--- config.mk ---
export PLATFORM = sky130hd
export DESIGN_NAME = decode_stage
export DESIGN_NICKNAME = d
export VERILOG_FILES = /design/src/rtl/decode_pkg.sv /design/src/rtl/decode_stage_instr_queue.sv /design/src/rtl/decode_stage.sv
export SDC_FILE = /design/constraint.sdc
export NUM_CORES = 1
export LEC_CHECK = 0
export CAP_MARGIN = 10
export CORE_UTILIZATION = 57
export DETAILED_ROUTE_END_ITERATION = 8
export DONT_BUFFER_PORTS = 1
export PLACE_DENSITY_LB_ADDON = 0.25
export SYNTH_ARGS = -nofsm -noshare
export SYNTH_HDL_FRONTEND = slang
export SYNTH_SLANG_ARGS = --single-unit
--- constraint.sdc ---
create_clock -name clk -period 1.6 [get_ports clk]
set_input_delay 0.32 -clock clk [delete_from_list [all_inputs] [get_ports clk]]
set_output_delay 0.32 -clock clk [all_outputs]
set_load 0.01 [all_outputs]
--- src/rtl/decode_pkg.sv ---
// Shared definitions for the decode stage: opcode values, instruction field
// positions, the decode FSM state encoding and a field-unpacking helper.
package decode_pkg;

    localparam int INSTR_W = 16;

    // Opcodes with special handling in decode.
    localparam logic [3:0] OP_NOP      = 4'h0;
    localparam logic [3:0] OP_RSVD     = 4'hE;
    localparam logic [3:0] OP_LDI_LONG = 4'hF;

    // Least-significant bit of each field inside a 16-bit instruction word.
    localparam int OPC_LSB  = 12;  // [15:12]
    localparam int RD_LSB   = 9;   // [11:9]
    localparam int RA_LSB   = 6;   // [8:6]
    localparam int RB_LSB   = 3;   // [5:3]
    localparam int IMM8_LSB = 0;   // [7:0], overlaps rb

    typedef enum logic {
        ST_IDLE     = 1'b0,
        ST_WAIT_IMM = 1'b1   // LDI_LONG first word taken, waiting for its immediate word
    } dec_state_e;

    typedef struct packed {
        logic [3:0] opcode;
        logic [2:0] rd;
        logic [2:0] ra;
        logic [2:0] rb;
        logic [7:0] imm8;
    } instr_fields_t;

    function automatic instr_fields_t unpack_instr(input logic [INSTR_W-1:0] w);
        instr_fields_t f;
        f.opcode = w[OPC_LSB  +: 4];
        f.rd     = w[RD_LSB   +: 3];
        f.ra     = w[RA_LSB   +: 3];
        f.rb     = w[RB_LSB   +: 3];
        f.imm8   = w[IMM8_LSB +: 8];
        return f;
    endfunction

endpackage

--- src/rtl/decode_stage_instr_queue.sv ---
// instr_queue: small synchronous FIFO holding fetched instruction words.
// Ports:
//   clk, rst_n      clock, async active-low reset
//   push, wdata     write a word (ignored when full)
//   pop, rdata      advance the head (ignored when empty); rdata is the current head
//   flush           synchronous clear, dominates push and pop
//   full, empty     occupancy flags derived from the internal count
module instr_queue #(
    parameter int DEPTH = 2,   // power of 2, >= 2
    parameter int WIDTH = 16
) (
    input  logic             clk,
    input  logic             rst_n,
    input  logic             push,
    input  logic [WIDTH-1:0] wdata,
    input  logic             pop,
    input  logic             flush,
    output logic [WIDTH-1:0] rdata,
    output logic             full,
    output logic             empty
);

    localparam int AW = $clog2(DEPTH);
    localparam logic [AW:0] FULL_CNT = (AW+1)'(DEPTH);

    logic [WIDTH-1:0] mem [DEPTH];
    logic [AW-1:0]    wr_ptr;
    logic [AW-1:0]    rd_ptr;
    logic [AW:0]      count;
    logic             push_ok;
    logic             pop_ok;

    assign full    = (count == FULL_CNT);
    assign empty   = (count == '0);
    assign push_ok = push && !full;
    assign pop_ok  = pop && !empty;
    assign rdata   = mem[rd_ptr];

    // NOTE: the storage is only DEPTH words, so it is reset with the pointers;
    // this keeps rdata defined straight out of reset at negligible cost.
    // NOTE: sequential state is always written with non-blocking assignments
    // so every flop samples the pre-edge values regardless of statement order.
    always_ff @(posedge clk or negedge rst_n) begin
        if (!rst_n) begin
            wr_ptr <= '0;
            rd_ptr <= '0;
            count  <= '0;
            for (int i = 0; i < DEPTH; i++) begin
                mem[i] <= '0;
            end
        end else if (flush) begin
            wr_ptr <= '0;
            rd_ptr <= '0;
            count  <= '0;
        end else begin
            if (push_ok) begin
                mem[wr_ptr] <= wdata;
                wr_ptr      <= wr_ptr + 1'b1;  // DEPTH is a power of 2: natural wrap
            end
            if (pop_ok) begin
                rd_ptr <= rd_ptr + 1'b1;
            end
            case ({push_ok, pop_ok})
                2'b10:   count <= count + 1'b1;
                2'b01:   count <= count - 1'b1;
                default: count <= count;       // idle, or push+pop cancel out
            endcase
        end
    end

endmodule

--- src/rtl/decode_stage.sv ---
// decode_stage: decode stage directly downstream of fetch.
// Buffers fetched 16-bit words in instr_queue, extracts register/immediate
// fields, merges two-word LDI_LONG instructions and presents one registered
// decoded op per dec_valid/exec_ready handshake.
// Ports:
//   clk, reset                     clock, async active-low reset
//   instruction_code_high/low      fetched word [15:8] / [7:0]
//   fetch_valid, fetch_ready       fetch handshake (ready = queue not full)
//   flush                          drop queue, FSM progress and current output op
//   exec_ready                     execute takes dec_* this cycle
//   dec_valid, dec_opcode, dec_rd, dec_ra, dec_rb, dec_imm, dec_illegal
//                                  registered decoded op
// Build option: define DECODE_ILLEGAL_TRAP_EN to pass the reserved opcode 4'hE
// through with dec_illegal=1; otherwise it is rewritten to a NOP with zeroed fields.
module decode_stage
    import decode_pkg::*;
#(
    parameter int QDEPTH = 2,
    parameter int IMM_W  = 16
) (
    input  logic             clk,
    input  logic             reset,
    input  logic [7:0]       instruction_code_high,
    input  logic [7:0]       instruction_code_low,
    input  logic             fetch_valid,
    output logic             fetch_ready,
    input  logic             flush,
    input  logic             exec_ready,
    output logic             dec_valid,
    output logic [3:0]       dec_opcode,
    output logic [2:0]       dec_rd,
    output logic [2:0]       dec_ra,
    output logic [2:0]       dec_rb,
    output logic [IMM_W-1:0] dec_imm,
    output logic             dec_illegal
);

    logic [INSTR_W-1:0] fetch_word;
    logic [INSTR_W-1:0] q_head;
    logic               q_push;
    logic               q_pop;
    logic               q_full;
    logic               q_empty;
    logic               rst_done;

    dec_state_e    state_q;
    dec_state_e    state_d;
    instr_fields_t head_f;
    logic          load_en;
    logic          load_op;
    logic          load_long;
    logic          latch_rd;
    logic [2:0]    rd_latched;

    logic [3:0]       op_opcode;
    logic [2:0]       op_rd;
    logic [2:0]       op_ra;
    logic [2:0]       op_rb;
    logic [IMM_W-1:0] op_imm;
    logic             op_illegal;

    assign fetch_word = {instruction_code_high, instruction_code_low};

    // fetch_ready stays low during reset and for the cycle the reset is released.
    always_ff @(posedge clk or negedge reset) begin
        if (!reset) begin
            rst_done <= 1'b0;
        end else begin
            rst_done <= 1'b1;
        end
    end

    assign fetch_ready = rst_done && !q_full;
    assign q_push      = fetch_valid && fetch_ready;

    instr_queue #(
        .DEPTH (QDEPTH),
        .WIDTH (INSTR_W)
    ) u_queue (
        .clk   (clk),
        .rst_n (reset),
        .push  (q_push),
        .wdata (fetch_word),
        .pop   (q_pop),
        .flush (flush),
        .rdata (q_head),
        .full  (q_full),
        .empty (q_empty)
    );

    assign head_f  = unpack_instr(q_head);
    assign load_en = !dec_valid || exec_ready;

    always_ff @(posedge clk or negedge reset) begin
        if (!reset) begin
            state_q <= ST_IDLE;
        end else begin
            state_q <= state_d;
        end
    end

    // NOTE: every signal driven here gets a default first, so no path leaves
    // it unassigned and no latch is inferred.
    always_comb begin
        state_d   = state_q;
        q_pop     = 1'b0;
        load_op   = 1'b0;
        load_long = 1'b0;
        latch_rd  = 1'b0;
        if (flush) begin
            state_d = ST_IDLE;
        end else begin
            case (state_q)
                ST_IDLE: begin
                    if (!q_empty) begin
                        if (head_f.opcode == OP_LDI_LONG) begin
                            // First word carries only rd; it never touches the output
                            // register, so it can be taken even while execute stalls.
                            q_pop    = 1'b1;
                            latch_rd = 1'b1;
                            state_d  = ST_WAIT_IMM;
                        end else if (load_en) begin
                            q_pop   = 1'b1;
                            load_op = 1'b1;
                        end
                    end
                end
                ST_WAIT_IMM: begin
                    if (!q_empty && load_en) begin
                        q_pop     = 1'b1;
                        load_long = 1'b1;
                        state_d   = ST_IDLE;
                    end
                end
                default: state_d = ST_IDLE;
            endcase
        end
    end

    // Field extraction for a single-word op at the queue head.
    always_comb begin
        op_opcode  = head_f.opcode;
        op_rd      = head_f.rd;
        op_ra      = head_f.ra;
        op_rb      = head_f.rb;
        op_imm     = {{(IMM_W-8){head_f.imm8[7]}}, head_f.imm8};
        op_illegal = 1'b0;
`ifdef DECODE_ILLEGAL_TRAP_EN
        op_illegal = (head_f.opcode == OP_RSVD);
`else
        if (head_f.opcode == OP_RSVD) begin
            op_opcode = OP_NOP;
            op_rd     = '0;
            op_ra     = '0;
            op_rb     = '0;
            op_imm    = '0;
        end
`endif
    end

    // Output register: loads only when empty or being consumed, so a stalled
    // op stays stable on dec_*.
    always_ff @(posedge clk or negedge reset) begin
        if (!reset) begin
            dec_valid   <= 1'b0;
            dec_opcode  <= '0;
            dec_rd      <= '0;
            dec_ra      <= '0;
            dec_rb      <= '0;
            dec_imm     <= '0;
            dec_illegal <= 1'b0;
            rd_latched  <= '0;
        end else if (flush) begin
            dec_valid  <= 1'b0;
            rd_latched <= '0;
        end else begin
            if (latch_rd) begin
                rd_latched <= head_f.rd;
            end
            if (load_op) begin
                dec_valid   <= 1'b1;
                dec_opcode  <= op_opcode;
                dec_rd      <= op_rd;
                dec_ra      <= op_ra;
                dec_rb      <= op_rb;
                dec_imm     <= op_imm;
                dec_illegal <= op_illegal;
            end else if (load_long) begin
                dec_valid   <= 1'b1;
                dec_opcode  <= OP_LDI_LONG;
                dec_rd      <= rd_latched;
                dec_ra      <= '0;
                dec_rb      <= '0;
                dec_imm     <= IMM_W'(q_head);
                dec_illegal <= 1'b0;
            end else if (load_en) begin
                // Current op (if any) is taken and nothing replaces it.
                dec_valid <= 1'b0;
            end
        end
    end

endmodule

==> flow_metrics.env <==
export IMPL_synth_cells=249
export IMPL_violations="negative hold slack, negative setup slack"
export IMPL_timing_critical_path_buf_inv=1
export IMPL_area_delta_synth_final_pct=20.2
export IMPL_num_rows=27
export IMPL_num_vias=2192
export IMPL_root_buffer="clkbuf_8"
export IMPL_rsz0062_at_grt="true"
export IMPL_start_util=0.598
export IMPL_die_w_um=78.2
export IMPL_drtPass1Iterations=4
export IMPL_crit_type="register to register"
export IMPL_cp_depth=5
export IMPL_die_y_um=78.2
export IMPL_r2r_end="dec_rd[0]$_DFFE_PN0P_"
export IMPL_crit_fanout=7
export IMPL_dp_cells=339
export IMPL_fillers=373
export IMPL_power_leakage_nw=1.64
export IMPL_stdcell_area_um2=3980
export IMPL_final_max_slew_viol_count=0
export IMPL_seq_area_frac_synth=0.536
export IMPL_cts_tree="done"
export IMPL_crit_required_ns=1.86
export IMPL_startpoint="u_queue.count[0]$_DFFE_PN0P_"
export IMPL_setup_slack_ns=-0.0515
export IMPL_fmax_ghz=0.606
export IMPL_grt_overflow_total=0
export IMPL_cp_top_family="simple AND/OR/NAND/NOR gates"
export IMPL_drt_total_wl_um=7040
export IMPL_status="finished, violations left"
export IMPL_final_seq_area_um2=1780
export IMPL_hold_viol_final=71
export IMPL_cts_made_buffers=9
export IMPL_intPower_mw=3.89
export IMPL_clock_path_buffers=2
export IMPL_dpl_cell_area_um2=3680
export IMPL_fin_crit_sh=1.03
export IMPL_antenna_found_initial=0
export IMPL_dp_hpwl_um=4690
export IMPL_yosys_register_bits=71
export IMPL_drive_gt1_frac=0.431
export IMPL_grt_pass1_wl_um=11500
export IMPL_fin_skew_ns=0.0132
export IMPL_total_power_mw=5.36
export IMPL_drc=0
export IMPL_slowest_delay_ns=0.58
export IMPL_die_area_um2=6120
export IMPL_p_comb_frac=0.179
export IMPL_power_switching_mw=1.47
export IMPL_crit_end="dec_rd[0]$_DFFE_PN0P_"
export IMPL_holdWs_ns=-0.338
export IMPL_multi_input_area_um2=1560
export IMPL_wl_met1_um=3150
export IMPL_path_cells="buf_4 -> nor2_4 -> or4_4 -> o21ai_4 -> a2bb2oi_2"
export IMPL_synth_edf_count=0
export IMPL_critPathCaptureType="register"
export IMPL_avgRoutedWirePerCell_um=19.8
export IMPL_pre_cts_slack_ns=-0.119
export IMPL_clock_sinks=71
export IMPL_wl_met3_um=374
export IMPL_r2r_start="u_queue.count[0]$_DFFE_PN0P_"
export IMPL_hp_class="input pin to asynchronous set/reset pin"
export IMPL_fin_cells=355
export IMPL_place_congestion=0.854
export IMPL_syn_avg_cell_area_um2=13.3
export IMPL_powerDensity_nw_per_um2=1350
export IMPL_vdd_drop_max_uv=949
export IMPL_syn_cell_area_um2=3310
export IMPL_ant_nets=0
export IMPL_vias_per_cell=6.17
export IMPL_portBuffers=0
export IMPL_async_reset_ff_frac=1.00
export IMPL_swShare=0.275
export IMPL_yosys_warnings=0
export IMPL_start_kind="register"
export IMPL_n_antenna_cell=0
export IMPL_grt_pass1_vias=2347
export IMPL_cp_data_arrival_time_ns=1.92
export IMPL_crit_slowest_cell="or4_4"
export IMPL_grt_max_degree=72
export IMPL_grtUsageTotal=0.252
export IMPL_nNetsFinal=299
export IMPL_synth_nets=270
export IMPL_r2r_slack_ns=-0.05
export IMPL_dr_max_layer_used="met4"
export IMPL_synthFlopType="dfrtp_1"
export IMPL_setup_viol=32
export IMPL_cts_htree_levels=3
export IMPL_yosysUniqueCellTypes=53
export IMPL_clkSlewWorstSetupHoldPaths_ns=0.08
export IMPL_insertion_delay_ns=0.34
export IMPL_fin_setup_tns_ns=-0.891
export IMPL_drtIter0Drc=86
export IMPL_max_cap_violations=0
export IMPL_core_um2=5540
export IMPL_ios=53
export IMPL_mostFrequentLayoutCells="dfrtp_1 (69), mux2_2 (32), buf_4 (23)"
export IMPL_layout_commonest_cell="dfrtp_1"
export IMPL_pwr_share_clk=0.323
export IMPL_postLayoutCoreUtil=0.719
export IMPL_p_seq_frac=0.499
export IMPL_r2r_cells=5
export IMPL_min_period_ns=1.65
export IMPL_route_met2_wl_um=3410
## registers in the layout, indices dropped and copies added (netlist names)
name / flops
state_q: 1
rst_done: 1
u_queue.wr_ptr: 1
u_queue.rd_ptr: 1
rd_latched: 3
dec_imm: 16
u_queue.count: 2
u_queue.mem: 32
dec_ra: 3
dec_opcode: 4
dec_valid: 1
dec_rd: 3
dec_rb: 3
## what timing repair did
| action | CTS | global route |
|---|---|---|
| hold endpoints to repair | 71 | 71 |
| resized for setup | 8 | 10 |
| endpoints found under the setup margin | 46 | 64 |
| cloned | 0 | 0 |
| setup buffers | 1 | 0 |
| pin swaps | 0 | 1 |
## layout make-up
| class | count | area share |
|---|---|---|
| clock buffer | 10 | 0.0346 |
| sequential | 71 | 0.447 |
| timing repair buffer | 31 | 0.0770 |
| tap | 72 | 0.0226 |
| multi-input combinational | 164 | 0.391 |
| clock inverter | 6 | 0.0270 |
| inverter | 1 | 0.000943 |
## per-layer routing
metal  track usage  vias up
met1         0.322     1120
met5             0        -
met2         0.396       52
met4        0.0926        0
li1              -     1008
met3        0.0860       12
## worst min path at each step
stage / endpoint / cells after the start
final: u_queue.wr_ptr$_DFFE_PN0P_ / 0
after global routing: u_queue.count[0]$_DFFE_PN0P_ / 0
after CTS: u_queue.wr_ptr$_DFFE_PN0P_ / 0
after detailed placement: u_queue.wr_ptr$_DFFE_PN0P_ / 0
after global placement: u_queue.wr_ptr$_DFFE_PN0P_ / 0
after floorplan: dec_imm[0]$_DFFE_PN0P_ / 0
## logic make-up (layout without fill, tap and decap cells)
family	Yosys count	count (layout)	share of synthesized area
buf+inv	14	48	0.0295
simple gates	54	54	0.113
mux	48	48	0.158
other cells	2	2	0.00227
flops	71	71	0.536
compound gates	60	60	0.161
## power groups by stage
stage               clock network (mW)  registers, mW  logic [mW]
floorplan                            0           2.60       0.740
global placement                     0           2.68       0.903
detailed placement                   0           2.69       0.932
CTS                               1.76           2.67       0.947
global route                      1.83           2.72        1.03
finish                            1.73           2.67       0.959
## synth_stat cells, types with 2 or more instances
master,n,share of area
dfrtp_1,71,0.54
mux2_2,35,0.12
o2bb2ai_1,16,0.042
mux2i_1,13,0.039
nand2_1,10,0.011
a21oi_1,9,0.014
nor3_1,9,0.014
o311a_1,8,0.024
nand3_1,7,0.011
buf_2,6,0.0091
a2bb2oi_2,4,0.018
buf_6,4,0.014
o21ai_0,4,0.0060
o22ai_1,4,0.0076
and3b_1,3,0.0079
nand2b_1,3,0.0057
nor2b_1,3,0.0057
a22oi_1,2,0.0045
and2_1,2,0.0038
buf_4,2,0.0045
conb_1,2,0.0023
Power figures use the tool's default switching activity.
